===== src/rtl/water_pkg.sv =====
// Shared types and constants for the water-reminder countdown core.
// Holds the timer state enum, the minute limit and the minute-clamp helper.
package water_pkg;

    typedef enum logic [1:0] {
        IDLE,
        COUNT,
        ALERT
    } timer_state_t;

    localparam int MAX_MINUTES = 31;
    localparam int REMAIN_W    = 6;

    // Requests above the displayable range saturate at MAX_MINUTES.
    function automatic logic [REMAIN_W-1:0] clamp_minutes(
        input logic [REMAIN_W-1:0] sel
    );
        return (sel > REMAIN_W'(MAX_MINUTES)) ? REMAIN_W'(MAX_MINUTES) : sel;
    endfunction

endpackage


===== src/rtl/tick_prescaler.sv =====
// One-second tick generator: counts 0..CLK_HZ-1, tick is high on the wrap cycle.
// Ports: clk, reset_n (async low), clear (restart from 0), tick (1-cycle pulse).
module tick_prescaler #(
    parameter int CLK_HZ = 50_000_000
) (
    input  logic clk,
    input  logic reset_n,
    input  logic clear,
    output logic tick
);

    localparam int CNT_W = (CLK_HZ > 1) ? $clog2(CLK_HZ) : 1;
    localparam logic [CNT_W-1:0] LAST = CNT_W'(CLK_HZ - 1);

    logic [CNT_W-1:0] cnt;

    assign tick = (cnt == LAST);

    always_ff @(posedge clk or negedge reset_n) begin
        if (!reset_n) begin
            cnt <= '0;
        end else if (clear || cnt == LAST) begin
            cnt <= '0;
        end else begin
            cnt <= cnt + CNT_W'(1);
        end
    end

endmodule


===== src/rtl/water_reminder_timer.sv =====
// Water-reminder countdown: minutes down from a clamped interval, then blinking alert.
// Ports: clk, reset_n, start/stop/ack pulses, interval_sel -> remaining, running, alert, alert_blink.
module water_reminder_timer
    import water_pkg::*;
#(
    parameter int CLK_HZ       = 50_000_000,
    parameter int SECS_PER_MIN = 60
) (
    input  logic                clk,
    input  logic                reset_n,
    input  logic                start,
    input  logic                stop,
    input  logic                ack,
    input  logic [REMAIN_W-1:0] interval_sel,
    output logic [REMAIN_W-1:0] remaining,
    output logic                running,
    output logic                alert,
    output logic                alert_blink
);

    localparam int SEC_W = (SECS_PER_MIN > 1) ? $clog2(SECS_PER_MIN) : 1;
    localparam logic [SEC_W-1:0] SEC_LAST = SEC_W'(SECS_PER_MIN - 1);

    timer_state_t        state;
    logic [SEC_W-1:0]    sec_cnt;
    logic [REMAIN_W-1:0] stored;
    logic [REMAIN_W-1:0] eff;
    logic                tick;
    logic                abort;
    logic                ack_hit;
    logic                clear;

    assign eff     = clamp_minutes(interval_sel);
    // A start with a zero interval is treated as an abort in every state.
    assign abort   = stop | (start & (eff == '0));
    assign ack_hit = ack & (state == ALERT);
    // Any accepted control pulse restarts the second phase from zero.
    assign clear   = (state == IDLE) | start | stop | ack_hit;

    tick_prescaler #(
        .CLK_HZ(CLK_HZ)
    ) u_prescaler (
        .clk    (clk),
        .reset_n(reset_n),
        .clear  (clear),
        .tick   (tick)
    );

    always_ff @(posedge clk or negedge reset_n) begin
        if (!reset_n) begin
            state       <= IDLE;
            sec_cnt     <= '0;
            stored      <= '0;
            remaining   <= '0;
            running     <= 1'b0;
            alert       <= 1'b0;
            alert_blink <= 1'b0;
        end else if (abort) begin
            state       <= IDLE;
            sec_cnt     <= '0;
            remaining   <= '0;
            running     <= 1'b0;
            alert       <= 1'b0;
            alert_blink <= 1'b0;
        end else if (start) begin
            state       <= COUNT;
            sec_cnt     <= '0;
            stored      <= eff;
            remaining   <= eff;
            running     <= 1'b1;
            alert       <= 1'b0;
            alert_blink <= 1'b0;
        end else if (ack_hit) begin
            state       <= COUNT;
            sec_cnt     <= '0;
            remaining   <= stored;
            running     <= 1'b1;
            alert       <= 1'b0;
            alert_blink <= 1'b0;
        end else if (tick) begin
            unique case (state)
                COUNT: begin
                    if (sec_cnt == SEC_LAST) begin
                        sec_cnt <= '0;
                        if (remaining <= REMAIN_W'(1)) begin
                            state       <= ALERT;
                            remaining   <= '0;
                            running     <= 1'b0;
                            alert       <= 1'b1;
                            alert_blink <= 1'b0;
                        end else begin
                            remaining <= remaining - REMAIN_W'(1);
                        end
                    end else begin
                        sec_cnt <= sec_cnt + SEC_W'(1);
                    end
                end
                ALERT: begin
                    alert_blink <= ~alert_blink;
                end
                IDLE: begin
                end
                default: begin
                    state <= IDLE;
                end
            endcase
        end
    end

endmodule


===== config.mk =====
export PLATFORM = sky130hd
export DESIGN_NAME = water_reminder_timer
export DESIGN_NICKNAME = d
export VERILOG_FILES = /design/src/rtl/water_pkg.sv /design/src/rtl/tick_prescaler.sv /design/src/rtl/water_reminder_timer.sv
export SDC_FILE = /design/constraint.sdc
export NUM_CORES = 1
export LEC_CHECK = 0
export BUFFER_PORTS_ARGS = -buffer_cell sky130_fd_sc_hd__buf_2
export CORE_ASPECT_RATIO = 1.4
export CORE_MARGIN = 4
export CORE_UTILIZATION = 59
export DETAILED_ROUTE_END_ITERATION = 6
export GPL_TIMING_DRIVEN = 0
export PLACE_DENSITY = 0.78
export SLEW_MARGIN = 10
export SYNTH_ARGS = -nofsm -noshare
export SYNTH_HDL_FRONTEND = slang
export SYNTH_SLANG_ARGS = --single-unit
export TNS_END_PERCENT = 1

===== constraint.sdc =====
create_clock -name clk -period 2.7 [get_ports clk]
set_input_delay 0.27 -clock clk [delete_from_list [all_inputs] [get_ports clk]]
set_output_delay 0.27 -clock clk [all_outputs]
set_load 0.02 [all_outputs]

==> results of run 1 <==
Yosys cell counts, drive strengths merged (3+ instances only):
cell type / number
o211ai: 5
xnor2: 7
buf: 5
nor3: 9
nor2: 45
nand4: 8
clkbuf: 5
a21oi: 7
ha: 4
or4: 4
o22ai: 3
nand2: 24
nand3b: 3
nor4: 6
o2111ai: 3
nand3: 21
xor2: 15
and3: 4
mux2: 3
dfrtp: 49
or3: 5
o21ai: 11
and2: 3
inv: 9
placed cells by master (no fill, tap or decap), types with 8 or more instances in the layout:
cell type / instances
o21ai_0: 10
nand3_1: 21
dfrtp_1: 49
buf_2: 23
nor2_1: 45
inv_1: 9
xor2_1: 15
nand2_1: 24
nand4_1: 8
cell families (layout without fill, tap and decap cells):
family          Yosys count  count (layout)  synth area share
xor+xnor                 22              22            0.0733
fa+ha+maj                 4               4            0.0190
simple gates            144             144             0.285
flops                    49              49             0.466
compound gates           44              44             0.114
buf+inv                  19              44            0.0295
mux                       3               3            0.0129
per-layer routing:
| metal | track usage | share of wire | vias up |
|---|---|---|---|
| met2 | 0.401 | 0.54 | 32 |
| met3 | 0.0297 | 0.023 | 13 |
| met5 | 0 | 0 | - |
| li1 | - | - | 1065 |
| met4 | 0.110 | 0.026 | 0 |
| met1 | 0.242 | 0.41 | 1078 |
through the flow:
stage | area [um2] | worst slack [ns] | power, mW
2_1_floorplan | 2630 | 0.702 | 0.912
3_3_place_gp | 2790 | 0.219 | 0.977
3_5_place_dp | 2790 | 0.143 | 0.981
4_1_cts | 2900 | 0.132 | 1.48
5_1_grt | 2900 | 0.0244 | 1.54
6_report | 2900 | 0.232 | 1.47
worst max path at each step:
stage                              startpoint                   to  slack, ns  cells past startpoint
final                                state[1]   u_prescaler.cnt[6]       0.23                      7
after global routing                 state[1]  u_prescaler.cnt[18]       0.02                      7
after CTS                  u_prescaler.cnt[0]  u_prescaler.cnt[20]       0.13                      6
after detailed placement   u_prescaler.cnt[0]  u_prescaler.cnt[20]       0.14                      6
after global placement     u_prescaler.cnt[0]  u_prescaler.cnt[24]       0.22                      6
after floorplan           u_prescaler.cnt[11]           sec_cnt[3]       0.70                      6
registers in the layout (all words and copies together), names as in the netlist:
| signal | flops |
|---|---|
| sec_cnt | 6 |
| alert | 1 |
| remaining | 6 |
| running | 1 |
| stored | 6 |
| alert_blink | 1 |
| u_prescaler.cnt | 26 |
| state | 2 |
cell type report:
class / count / area, um2 / area share
plain buffers: 10 / 43.8 / 0.0151
well taps: 60 / 75.1 / 0.0259
inverters: 9 / 33.8 / 0.0116
multi-input cells: 217 / 1330 / 0.458
repair buffers: 18 / 90.1 / 0.0310
clock buffers: 5 / 68.8 / 0.0237
clock inverters: 2 / 35.0 / 0.0121
flip-flops and latches: 49 / 1230 / 0.422
power by group:
part	internal, mW	switching, mW
sequential	0.759	0.0243
combinational	0.0665	0.116
clock	0.269	0.236
==> summary.txt, run 1 <==
Status - completed
Fmax - 405 MHz
Final ANT Viol Nets - 0
Clk_skew - 0.0120 ns
Hold Violations, Final - 0
Crit-path most repeated cell - clkbuf_1
Crit path buf inv count - 3
Drt wl/cell - 15.1 um
EDFF count, synth - 0
Synth Warn # - 0
Synth Register Bits - 49
1st-iter DRT viols - 122
Pin count of the biggest net entering global routing - 50
Post-DP HPWL - 4090 um
Via count - 2,188
Synth area leader - dfrtp_1
Worst rel slew slack - 0.287
Crit end category - flop
Final setup fails - 0
Die span in x - 64.4 um
Worst-path clk slew - 0.09 ns
Worst Hold Class - primary input to asynchronous set/reset pin
Mean post-synth cell area - 9.22 um2
FP Rows - 28
Vias in the first global route - 2,212
Reg-to-Reg End - u_prescaler.cnt[6]
Routability Congestion - 0.798
All-Layer GR Usage - 0.218
Worst-margin pin slew - 1.07 ns
Tmin final - 2.47 ns
Die Y - 87.0 um
Clock Latency Late Sink - 0.30 ns
Port-buffer cells - 18
Initial antenna violation count - 0
CP max stage cell - nor3_2
Crit-path cells - clkbuf_1, and3b_1, clkbuf_1, nor3_2, o211ai_1, buf_2, nor2_1
Post-Route Setup TNS - 0 ns
Max clock buf depth - 2
Initial Utilization - 0.615
Critical path class - flop to flop
Final core utilization - 0.679
Synth top area share - 0.466
Final #Nets - 325
Unrepaired setup endpoints after global routing - false
Cts repair resizes - 0
1st-pass router iterations - 4
R2R cell count - 7
Mapped cell area - 0.00263 mm2
PwrDens - 506 mW/mm2
Fill cell count - 392
Max Cap Violations - 0
Post-synth net total - 300
Peak supply drop - 0.434 mV
Worst path arrival time - 2.69 ns
CTS root buffer - clkbuf_8
Area Overhead vs Synth - 10.5%
Post-Route WL - 5600 um
# DRC - 0
# IOs - 20
Min Hold Slack - 0.159 ns
Sequential-to-total area share from yosys stat - 0.466
Reg-to-reg setup timing slack - 0.23 ns
Worst R2R Start - state[1]
CP Data Required Time - 2.92 ns
Period utilisation layout - 0.914
Crit path launch type - flop
Gate Count Post-Synth - 285
Placed cells - 363
Fin cells - 370
Primary FF master, synth - dfrtp_1
Grt ovf - 0
Hold buffer count at cts - 0
Post CTS Setup Buffer Count - 0
CP max FO - 10
CTS tree - yes
Netlist cell types - 47
Number of H-tree levels - 2
Fin. max-slew vios - 0
Antenna cells - 0
CTS Buf Count - 5
Synth area leaders - dfrtp_1, nor2_1, xor2_1, nand3_1, nand2_1
Core Box Area - 0.00427 mm2
First-pass GRT wire length - 9620 um
Via/cell ratio - 5.91
Share of post-route cells with drive strength above 1 - 0.139
Die area - 0.00560 mm2
Clk sinks - 49
CP max stage delay - 0.56 ns
CP delay by family, top - simple AND/OR/NAND/NOR gates
Post-synth ARST share - 1.00
Leakage power - 1.20 nW
(Power assumes the default switching activity.)
==> run 2, diff against run 1 <==
CORE_UTILIZATION = 40   (was 59)
PLACE_DENSITY = not set   (was 0.78)
clock period = 2.1 ns   (was 2.7 ns; I/O delays follow)
==> run 2 against run 1 <==
Effect of this change: cell area rose by 6.9%; largest power group unchanged; routed wire length increased by 6.8%; clock skew down 0.0056 ns; maximum frequency is 17% higher; cell count rose by 6.8%; the flow now finishes with violations (setup timing); utilization down 19 points; register-to-register slack got worse by 0.24 ns; critical path type unchanged; sequential power grew 29%; sequential share of layout area decreased by 2.7 points.
==> summary.txt, run 2 (synthesis results as in run 1) <==
Status - complete, but fails checks
Failing checks - setup timing
Initial antenna violation count - 0
Leading cell type in the layout, fill and taps excluded - dfrtp_1
Crit end category - flop
Met3 wire len - 189 um
1st-pass router iterations - 5
Peak supply drop - 0.298 mV
Post-Route WL - 5980 um
Final setup fails - 1
Final worst slack - -0.00975 ns
CP max FO - 5
Largest register FFs - 26
Core Box Area - 0.00630 mm2
CP Data Required Time - 2.34 ns
Pin count of the biggest net entering global routing - 50
Initial Utilization - 0.418
Area Overhead vs Synth - 18.1%
Drt wl/cell - 15.1 um
Final ANT Viol Nets - 0
CP delay by family, top - simple AND/OR/NAND/NOR gates
Vias in the first global route - 2,139
Post-Route M1 WL - 2550 um
Fill cell count - 600
Routability Congestion - 0.895
Clock Latency Late Sink - 0.30 ns
Worst-margin pin slew - 0.644 ns
CP max stage delay - 0.57 ns
Critical path class - flop to flop
Hold Violations, Final - 0
Crit-path cells - or4b_4, nor3_4, nand4_1, buf_6, or4_4, nand2_2
Fmax - 474 MHz
Post-DP HPWL - 4190 um
1st-iter DRT viols - 98
Port-buffer cells - 18
Die Y - 104 um
CTS root buffer - clkbuf_8
Crit path buf inv count - 1
CTS Buf Count - 5
Antenna cells - 0
Final #Nets - 338
Worst rel slew slack - 0.571
Via/cell ratio - 5.65
First-pass GRT wire length - 10,100 um
R2R cell count - 6
Share of post-route cells with drive strength above 1 - 0.201
Worst path depth - 6
CP max stage cell - or4b_4
Period utilisation layout - 1.00
Die span in x - 76.5 um
Wire length on met2 - 3060 um
Number of H-tree levels - 2
Min Hold Slack - 0.211 ns
CTS tree - yes
Worst Hold Class - primary input to flop
Via count - 2,231
Clk sinks - 49
Unrepaired setup endpoints after global routing - true
PwrDens - 589 mW/mm2
Grt ovf - 0
Tmin final - 2.11 ns
Worst-path clk slew - 0.09 ns
Clk_skew - 0.00647 ns
Max Cap Violations - 0
Commonest cells after routing, fill and taps aside - dfrtp_1, nor2_1, nand2_1, nand3_1, buf_2
FP Rows - 34
Reg with most FFs - u_prescaler.cnt
Leakage power - 1.32 nW
Fin. max-slew vios - 0
Max clock buf depth - 2
# DRC - 0
Crit path launch type - flop
Min-Delay Path Depth - 3
Die area - 0.00795 mm2
All-Layer GR Usage - 0.156
Worst path arrival time - 2.35 ns
DR top layer - met4
# IOs - 20
Pre-CTS setup slack - -0.421 ns
run 2: cell types whose count changed in the layout (fill, tap and decap cells not counted), sizes merged:
cell and change:
dlygate4sd3 +1, clkbuf +3, bufinv -1, buf +11, clkinv -1
run 2: worst min-delay path, delay by kind of cell:
kind	cells	cell delay (ns)
buf+inv	1	0.09
compound gates	2	0.17
run 2: worst paths after layout:
kind,start,end,slack (ns)
hold / removal,interval_sel[1],stored[1],0.21
max in group asynchronous,reset_n,u_prescaler.cnt[8],1.20
setup / recovery,u_prescaler.cnt[18],sec_cnt[4],-0.01
hold reg to reg,u_prescaler.cnt[0],u_prescaler.cnt[0],0.50
min in group asynchronous,reset_n,remaining[4],0.46
setup reg to reg,u_prescaler.cnt[18],sec_cnt[4],-0.01
run 2: routing by layer:
metal	up-vias	track usage
li1	1096	-
met1	1087	0.187
met2	35	0.268
met3	13	0.0295
met4	0	0.0712
met5	-	0
run 2: cell type report:
type	instances	area, um2	share of cell area
timing repair buffer	31	194	0.0625
buffer	10	57.6	0.0185
sequential	49	1230	0.395
clock buffer	7	86.3	0.0278
multi-input combinational	217	1420	0.456
tap	72	90.1	0.0290
inverter	9	33.8	0.0109
run 2: repair_timing:
action | CTS | global route
pin swaps | 2 | 8
endpoints found under the setup margin | 36 | 39
setup buffers | 3 | 8
hold buffers | 0 | 1
resized for setup | 9 | 16
cloned | 0 | 1
hold endpoints to repair | 0 | 49
run 2: stage by stage:
stage | setup TNS [ns] | power, mW | std cells | util | area [um2]
5_1_grt | -1.33 | 1.93 | 395 | 0.493 | 3100
6_report | -0.00975 | 1.83 | 395 | 0.493 | 3100
4_1_cts | -0.133 | 1.85 | 385 | 0.470 | 2960
3_5_place_dp | -8.95 | 1.26 | 375 | 0.446 | 2810
3_3_place_gp | -8.90 | 1.26 | 375 | 0.446 | 2810
2_1_floorplan | 0 | 1.17 | 285 | - | 2630
run 2: power by group:
part / leakage [nW] / internal (mW) / switching, mW / total, mW
Sequential: 0.661 / 0.975 / 0.0321 / 1.01
Clock: 0.0443 / 0.262 / 0.300 / 0.562
Combinational: 0.613 / 0.0993 / 0.158 / 0.258
==> run 3, diff against run 2 <==
SKIP_LAST_GASP = 1   (was not set)
clock period = 2.6 ns   (was 2.1 ns; I/O delays follow)
==> run 3 against run 2 <==
Effect of this change: critical path depth increased by 1; non-clock buffer count down 13; die area unchanged; cell count down 3.3%; via count shrank 4.6%; worst hold slack got worse by 0.24 ns; the run ends with hold timing left; count of clock-buffer cells in the layout unchanged; total power decreased by 20%; sequential power is 19% lower; routed wire length fell by 3.2%; sequential cell count is the same.
==> summary.txt, run 3 (synthesis results as in run 1) <==
Clock Latency Late Sink - 0.30 ns
Reg with most FFs - u_prescaler.cnt
Worst rel slew slack - 0.503
R2R cell count - 7
Initial antenna violation count - 0
Vias in the first global route - 2,122
Setup crit end - remaining[1]
Worst R2R Start - u_prescaler.cnt[0]
Critical path class - flop to flop
Core Box Area - 0.00630 mm2
Fmax - 424 MHz
Failing checks - hold timing
All-Layer GR Usage - 0.154
Worst-margin pin slew - 0.740 ns
Port-buffer cells - 18
Grt met3 use - 0.0295
CTS Buf Count - 5
Unrepaired setup endpoints after global routing - false
Leading cell type in the layout, fill and taps excluded - dfrtp_1
First-pass GRT wire length - 9960 um
Post-Layout Inst Area - 0.00291 mm2
Die span in x - 76.5 um
# DRC - 0
Area Overhead vs Synth - 10.7%
Worst-path clk slew - 0.08 ns
Via/cell ratio - 5.57
Reg-to-Reg End - remaining[1]
Die Y - 104 um
NetSw - 389 uW
Final #Nets - 325
Met1 global-route usage - 0.183
Worst Hold Class - primary input to asynchronous set/reset pin
Antenna cells - 0
Final setup fails - 0
Final ANT Viol Nets - 0
Worst path arrival time - 2.55 ns
Overall power - 1.46 mW
CP startpoint - u_prescaler.cnt[0]
Commonest cells after routing, fill and taps aside - dfrtp_1, nor2_1, nand2_1, buf_2, nand3_1
Initial Utilization - 0.418
Clk_skew - 0.00503 ns
Routability Congestion - 0.895
Clk sinks - 49
Placed cells - 375
Post-Route Setup TNS - 0 ns
Post-DP HPWL - 4190 um
Post CTS Setup Buffer Count - 0
Crit end category - flop
Drt wl/cell - 15.1 um
Status - complete, but fails checks
# IOs - 20
Pin count of the biggest net entering global routing - 50
Share of post-route cells with drive strength above 1 - 0.135
CTS tree - yes
Fill cell count - 613
Clk pwr share - 0.312
Largest register FFs - 26
Grt ovf - 0
Tmin final - 2.36 ns
Die area - 0.00795 mm2
Hold Violations, Final - 34
Via count - 2,129
1st-iter DRT viols - 82
Post-Route WL - 5790 um
Placed cell area - 0.00281 mm2
Period utilisation layout - 0.908
Crit path launch type - flop
GRT busiest layer - met2
Fin cells - 382
Max clock buf depth - 2
PwrDens - 501 mW/mm2
CP max FO - 6
FP Rows - 34
Max Cap Violations - 0
Peak supply drop - 0.243 mV
Seq pwr share - 0.558
CTS root buffer - clkbuf_8
Reg-to-reg setup timing slack - 0.24 ns
Comb pwr share - 0.130
1st-pass router iterations - 4
Met2 Usage GRT - 0.266
Fin. max-slew vios - 0
Internal power - 1.07 mW
Switching share of power - 0.267
Min Hold Slack - -0.0281 ns
Number of H-tree levels - 2
Leakage power - 1.19 nW
CP Data Required Time - 2.79 ns
-- run 3: cell count changes in the layout (fill, tap and decap cells not counted), sizes merged --
cell,previous run,this run
buf,34,23
clkbuf,13,12
dlygate4sd3,1,0
-- run 3: cell type report --
| cell class | count | area, um2 | share of cell area |
|---|---|---|---|
| multi-input combinational | 217 | 1340 | 0.460 |
| sequential | 49 | 1230 | 0.421 |
| inverter | 9 | 33.8 | 0.0116 |
| clock buffer | 7 | 86.3 | 0.0297 |
| tap | 72 | 90.1 | 0.0310 |
| timing repair buffer | 18 | 92.6 | 0.0318 |
| buffer | 10 | 43.8 | 0.0150 |
-- run 3: per-layer routing --
metal	vias to the layer above	share of wire
li1	1063	-
met1	1016	0.42
met2	36	0.51
met3	14	0.032
met4	0	0.032
met5	-	0
-- run 3: what timing repair did --
item                                    CTS  global route
hold buffers                              0             0
endpoints found under the setup margin    0            20
resized for setup                         0             2
-- run 3: worst min path at each step --
stage	startpoint	end	depth (start not counted)
4_1_cts	reset_n	remaining[2]	1
6_report	reset_n	remaining[4]	1
3_5_place_dp	u_prescaler.cnt[0]	u_prescaler.cnt[0]	1
5_1_grt	reset_n	remaining[4]	1
2_1_floorplan	reset_n	alert	0
3_3_place_gp	u_prescaler.cnt[0]	u_prescaler.cnt[0]	1
-- run 3: critical path: stages (launching register included) --
cell and delay [ns]:
dfrtp_1 0.39, ha_1 0.23, nand4_1 0.27, nor4_1 0.51
and3_1 0.22, buf_2 0.16, a21oi_1 0.17, mux2_2 0.31
-- run 3: through the flow --
step	util	setup WS, ns
after floorplan	-	0.602
final	0.462	0.240
after CTS	0.460	0.0674
after global placement	0.446	0.0430
after global routing	0.462	0.0813
after detailed placement	0.446	0.0793
-- run 3: power groups by stage --
stage               Combinational [mW]  Sequential [mW]  Clock, mW
floorplan                        0.108            0.839          0
global placement                 0.190            0.829          0
detailed placement               0.190            0.829          0
CTS                              0.192            0.814      0.481
global route                     0.215            0.818      0.507
finish                           0.190            0.814      0.454
